**config.mk**
```make
export PLATFORM = sky130hd
export DESIGN_NAME = cordic_vec
export DESIGN_NICKNAME = d
export VERILOG_FILES = /design/src/rtl/cordic_pkg.sv /design/src/rtl/gamma_mem.sv /design/src/rtl/cordic_vec.sv
export SDC_FILE = /design/constraint.sdc
export NUM_CORES = 1
export LEC_CHECK = 0
export BUFFER_PORTS_ARGS = -buffer_cell sky130_fd_sc_hd__buf_2
export CAP_MARGIN = 0
export CORE_MARGIN = 2
export CORE_UTILIZATION = 60
export CTS_CLUSTER_DIAMETER = 100
export DETAILED_ROUTE_END_ITERATION = 8
export PLACE_DENSITY = 0.78
export SYNTH_ARGS = -nofsm -noshare
export SYNTH_HDL_FRONTEND = slang
export SYNTH_HIERARCHICAL = 1
export SYNTH_SLANG_ARGS = --single-unit
```
**constraint.sdc**
```tcl
create_clock -name clk -period 7.9 [get_ports clk]
set_input_delay 0 -clock clk [delete_from_list [all_inputs] [get_ports clk]]
set_output_delay 0 -clock clk [all_outputs]
set_load 0.1 [all_outputs]
```
**src/rtl/cordic_pkg.sv**
```systemverilog
// cordic_pkg: shared constants and types for the CORDIC blocks.
// Angles use 16-bit full circle; datapath is 18-bit signed.
package cordic_pkg;
   localparam int MAX_ITER = 16;
   localparam int K_SCALE  = 39797;
   localparam int ANGLE_W  = 16;
   localparam int DATA_W   = 18;

   typedef enum logic {
      IDLE,
      ITER
   } state_t;

   localparam logic [ANGLE_W-1:0] OFS_Q0 = 16'h0000;
   localparam logic [ANGLE_W-1:0] OFS_Q2 = 16'h8000;
endpackage

```
**src/rtl/gamma_mem.sv**
```systemverilog
// gamma_mem: atan(2^-i) table, 2^16 per pi/2, zero for i >= 17.
// Ports: iter (5-bit index) in, gamma (16-bit unsigned) out.
module gamma_mem (
   input  logic [4:0]  iter,
   output logic [15:0] gamma
);

   always_comb begin
      gamma = 16'd0;
      case (iter)
         5'd0:    gamma = 16'd32768;
         5'd1:    gamma = 16'd19344;
         5'd2:    gamma = 16'd10221;
         5'd3:    gamma = 16'd5188;
         5'd4:    gamma = 16'd2604;
         5'd5:    gamma = 16'd1303;
         5'd6:    gamma = 16'd652;
         5'd7:    gamma = 16'd326;
         5'd8:    gamma = 16'd163;
         5'd9:    gamma = 16'd81;
         5'd10:   gamma = 16'd41;
         5'd11:   gamma = 16'd20;
         5'd12:   gamma = 16'd10;
         5'd13:   gamma = 16'd5;
         5'd14:   gamma = 16'd3;
         5'd15:   gamma = 16'd1;
         5'd16:   gamma = 16'd1;
         default: gamma = 16'd0;
      endcase
   end

endmodule

```
**src/rtl/cordic_vec.sv**
```systemverilog
// cordic_vec: iterative vectoring CORDIC, (x,y) -> atan2 angle and magnitude.
// Ports: clk, rst, x, y, in_valid, ready, out_valid, theta, mag.
module cordic_vec #(
   parameter int MAX_ITER = cordic_pkg::MAX_ITER,
   parameter int K_SCALE  = cordic_pkg::K_SCALE
) (
   input  logic               clk,
   input  logic               rst,
   input  logic signed [15:0] x,
   input  logic signed [15:0] y,
   input  logic               in_valid,
   output logic               ready,
   output logic               out_valid,
   output logic [15:0]        theta,
   output logic [15:0]        mag
);

   import cordic_pkg::*;

   localparam int IW = $clog2(MAX_ITER + 1);

   state_t state;
   state_t state_nxt;

   logic [IW-1:0]            iter;
   logic signed [DATA_W-1:0] xr;
   logic signed [DATA_W-1:0] yr;
   logic signed [DATA_W-1:0] zr;
   logic [ANGLE_W-1:0]       offset;
   logic                     zero;

   logic                     accept;
   logic                     last;
   logic signed [DATA_W-1:0] x_ext;
   logic signed [DATA_W-1:0] y_ext;
   logic signed [DATA_W-1:0] xs;
   logic signed [DATA_W-1:0] ys;
   logic [15:0]              gam;
   logic signed [DATA_W-1:0] gam_ext;
   logic signed [DATA_W-1:0] z_rnd;
   logic [33:0]              prod;
   logic [ANGLE_W-1:0]       th_fin;
   logic                     unused_bits;

   gamma_mem u_gamma (
      .iter  (5'(iter)),
      .gamma (gam)
   );

   assign accept  = in_valid && (state == IDLE);
   assign last    = (iter == IW'(MAX_ITER));
   assign x_ext   = DATA_W'(x);
   assign y_ext   = DATA_W'(y);
   assign xs      = xr >>> iter;
   assign ys      = yr >>> iter;
   assign gam_ext = $signed({2'b00, gam});

   // zr carries 2 extra fraction bits; round then drop them
   assign z_rnd  = zr + 18'sd2;
   assign th_fin = offset + z_rnd[17:2];

   // xr is non-negative after the fold and stays so
   assign prod = 34'($unsigned(xr)) * 34'(K_SCALE);

   assign unused_bits = ^{prod[33:32], prod[15:0], z_rnd[1:0]};

   always_ff @(posedge clk) begin
      if (rst) begin
         state <= IDLE;
      end else begin
         state <= state_nxt;
      end
   end

   always_comb begin
      state_nxt = state;
      unique case (state)
         IDLE: if (in_valid) state_nxt = ITER;
         ITER: if (last)     state_nxt = IDLE;
      endcase
   end

   always_comb begin
      ready = (state == IDLE);
   end

   always_ff @(posedge clk) begin
      if (rst) begin
         iter      <= '0;
         xr        <= '0;
         yr        <= '0;
         zr        <= '0;
         offset    <= OFS_Q0;
         zero      <= 1'b0;
         out_valid <= 1'b0;
         theta     <= '0;
         mag       <= '0;
      end else if (accept) begin
         // fold left half-plane onto the right, remember pi offset
         if (x < 0) begin
            xr     <= -x_ext;
            yr     <= -y_ext;
            offset <= OFS_Q2;
         end else begin
            xr     <= x_ext;
            yr     <= y_ext;
            offset <= OFS_Q0;
         end
         zr        <= '0;
         iter      <= '0;
         zero      <= (x == 16'sd0) && (y == 16'sd0);
         out_valid <= 1'b0;
         theta     <= '0;
         mag       <= '0;
      end else if (state == ITER) begin
         if (last) begin
            theta     <= zero ? '0 : th_fin;
            mag       <= zero ? '0 : prod[31:16];
            out_valid <= 1'b1;
            iter      <= '0;
         end else begin
            if (yr >= 0) begin
               xr <= xr + ys;
               yr <= yr - xs;
               zr <= zr + gam_ext;
            end else begin
               xr <= xr - ys;
               yr <= yr + xs;
               zr <= zr - gam_ext;
            end
            iter <= iter + 1'b1;
         end
      end
   end

endmodule
```
==> results.py <==
metrics = {
    "layout": {
        "drive_gt1_share_pct": 9.59,
        "diodes": 0,
        "syn_to_final_growth_pct": 6.03,
        "fin_util_pct": 64.5,
        "nets": 2175,
    },
    "place": {
        "place_congestion": 0.952,
        "place_ws_ns": 1.14,
        "numPortBuffers": 68,
        "dpl.hpwl_um": 32400,
    },
    "critical_path": {
        "crit_path_end_kind": "register",
        "path_class": "register to register",
        "startpoint_type": "register",
        "cp.arrival_ns": 7.07,
        "crit_buf_inv": 4,
        "crit_top_cell": "fa_1",
        "critPathMaxStageDelay_ns": 0.68,
        "worstPathRequired_ns": 8.18,
        "slowest_stage": "dfxtp_1",
        "crit_chain": "inv_1 -> fa_1 -> fa_1 -> inv_1 -> fa_1 -> fa_1 -> fa_1 -> inv_1 -> fa_1 -> inv_1 -> ha_1 -> a211o_1 -> a21oi_1 -> nor3b_1 -> or3b_2 -> a21boi_0 -> o31ai_1 -> nand2b_1 -> a211o_1 -> a32o_1",
        "critPathMaxFanout": 13,
        "critical-path-top-delay-family": "adder cells",
        "crit_cells": 20,
        "reg2regPathDepth": 20,
    },
    "floorplan": {
        "pin_count": 69,
        "die-area_um2": 26800,
        "initial_core_util_pct": 60.9,
        "die_h_um": 164,
        "die_w_um": 164,
        "rows": 58,
        "coreArea_um2": 25100,
    },
    "global_route": {
        "grt_overflow": 0,
        "antenna_found_initial": 0,
        "grt_max_degree": 70,
        "first_global_vias": 13100,
        "track_usage_pct": 31.8,
        "grt_pass1_wl_um": 67300,
    },
    "synthesis": {
        "synth_edf_count": 0,
        "synth_cell_types": 79,
        "ys_seq_elements": 95,
        "yosysSeqAreaShare_pct": 12.4,
        "netlist_instances": 1809,
        "synth_warnings": 6,
        "synthesis.nets": 2154,
        "ys.flop_type": "dfxtp_1",
        "netlist_area_um2": 15300,
        "syn_area_per_cell_um2": 8.45,
        "synth-async-reset-ratio_pct": 0,
    },
    "sta": {
        "finalSetupViolCount": 0,
        "finClkSkew_ns": 0.0185,
        "tightest_slew_ns": 0.979,
        "maxSlewHeadroom_pct": 34.6,
        "rsz0062_at_grt": "false",
        "fmax_mhz": 147,
        "tns_ns": 0,
        "setup_ws_ns": 1.10,
        "fin_crit_ns": 6.80,
        "hold_viol": 0,
        "hold_slack_ns": 0.0101,
        "finalCritPeriodShare_pct": 86.1,
        "drv_slew": 0,
    },
    "power_and_ir_drop": {
        "power_density_nw_per_um2": 335,
        "irDropWorstVdd_mv": 0.554,
        "p_leak_nw": 7.64,
    },
    "detailed_routing": {
        "wl_per_cell_um": 19.0,
        "first_pass_iters": 5,
        "drtIter0Drc": 1040,
        "drc": 0,
        "routed_wl_um": 41100,
        "ant_nets": 0,
        "viasPerCell": 6.18,
        "dr_total_vias": 13400,
    },
    "clock_network": {
        "tritoncts": "yes",
        "clk_pin_slew_ns": 0.08,
        "numCtsBuffers": 9,
        "cts_buffer_depth": 2,
        "clock_sinks": 95,
        "htreeDepth": 3,
        "clk_latency_ns": 0.38,
        "clockRootBuffer": "clkbuf_16",
    },
    "outcome": {
        "status": "complete, no violations",
    },
    "hold_path": {
        "whs_path_depth": 4,
        "holdCritPathClass": "primary input to register",
    },
    "job": {
        "drv_cap": 0,
    },
}
[repair_timing]
item | in CTS | in global routing
endpoints found under the setup margin | 0 | 0
endpoints found under the hold margin | 3 | 0
hold buffers | 3 | 0
buffers inserted | 0 | 0
gates resized for setup | 0 | 0
[cell usage in the layout (no fill, tap or decap), drive strengths merged, types with 70 or more instances in the layout]
| master | n |
|---|---|
| a21oi | 98 |
| buf | 90 |
| dfxtp | 95 |
| fa | 120 |
| ha | 190 |
| inv | 230 |
| nand2 | 148 |
| nor2 | 130 |
| o21ai | 70 |
| xnor2 | 84 |
[layer usage]
metal | GRT usage, % | vias to the layer above | routed length (um)
met5 | 0 | - | 0
met4 | 11.4 | 0 | 1420
met3 | 5.92 | 91 | 3510
met2 | 52.3 | 538 | 19100
met1 | 41.8 | 6405 | 17100
li1 | - | 6344 | -
[worst min-delay path, cell delays in order]
cell      delay [ns]
buf_2           0.09
xnor2_1         0.08
nor2_1          0.10
a311oi_1        0.06
[state kept, by name (all words and copies together), names as in the netlist]
signal	flops
yr	18
state	1
out_valid	1
zr	18
iter	5
theta	16
offset	1
zero	1
xr	18
mag	16
[cell families after synthesis]
group,synth area share (%)
simple gates,14.6
compound gates,17.8
buf+inv,8.16
fa+ha+maj,31.3
xor+xnor,7.85
flops,12.4
mux,7.88
[path summary, 6_finish.rpt]
check,from,to,slack (ns)
worst max-delay path,xr[9],mag[7],1.10
worst min-delay path,x[13],xr[13],0.01
worst max register to register,xr[9],mag[7],1.10
worst min register to register,zr[0],zr[0],0.47
[metrics by stage]
stage	instances	instance area (um^2)	power, W
global placement	2146	15900	0.00473
global route	2165	16200	0.00610
detailed placement	2146	15900	0.00490
finish	2165	16200	0.00543
CTS	2165	16200	0.00544
floorplan	1809	15300	0.00399
[synthesized netlist by cell type, types with 8 or more instances]
| master | n | area share (%) |
|---|---|---|
| ha_1 | 190 | 16 |
| clkbuf_1 | 60 | 1.5 |
| xnor2_1 | 84 | 4.8 |
| mux4_2 | 30 | 4.4 |
| xor2_1 | 53 | 3.0 |
| o21a_1 | 15 | 0.74 |
| a221oi_1 | 9 | 0.52 |
| nand3_1 | 32 | 1.0 |
| nand4_1 | 9 | 0.37 |
| a211oi_1 | 41 | 2.0 |
| mux2i_1 | 39 | 2.6 |
| o211ai_1 | 14 | 0.69 |
| or2_2 | 8 | 0.33 |
| dfxtp_1 | 95 | 12 |
| buf_2 | 8 | 0.26 |
| nand2_1 | 148 | 3.6 |
| fa_1 | 120 | 16 |
| a311oi_1 | 8 | 0.46 |
| or3_1 | 21 | 0.86 |
| a21o_1 | 19 | 0.93 |
| nor2b_1 | 9 | 0.37 |
| o22ai_1 | 14 | 0.57 |
| o21ai_0 | 61 | 2.0 |
| nor2_1 | 129 | 3.2 |
| mux2_2 | 10 | 0.74 |
| and2_1 | 10 | 0.41 |
| o21bai_1 | 8 | 0.39 |
| a21oi_1 | 97 | 3.2 |
| inv_1 | 225 | 5.5 |
| nor3_1 | 32 | 1.0 |
| and3_1 | 12 | 0.49 |
| a22o_1 | 30 | 1.7 |
| o31ai_1 | 19 | 0.93 |
| a211o_1 | 8 | 0.46 |
| nand2b_1 | 20 | 0.82 |
| o21ai_1 | 9 | 0.29 |
[area by class of cell]
cell class / count / area [um^2]
Clock inverter: 5 / 61.3
Inverter: 230 / 863
Multi-Input combinational cell: 1401 / 12200
Fill cell: 2131 / 8900
Clock buffer: 11 / 253
Sequential cell: 95 / 1910
Tap cell: 330 / 413
Timing Repair Buffer: 93 / 536
[report_power, final]
part	switching [W]	leakage [nW]	internal (W)
logic	0.00245	6.71	0.00189
clock network	0.000222	0.157	0.000266
registers	0.0000889	0.776	0.000512
total	0.00276	7.64	0.00267
No activity file was read; power rests on OpenSTA's default activity.
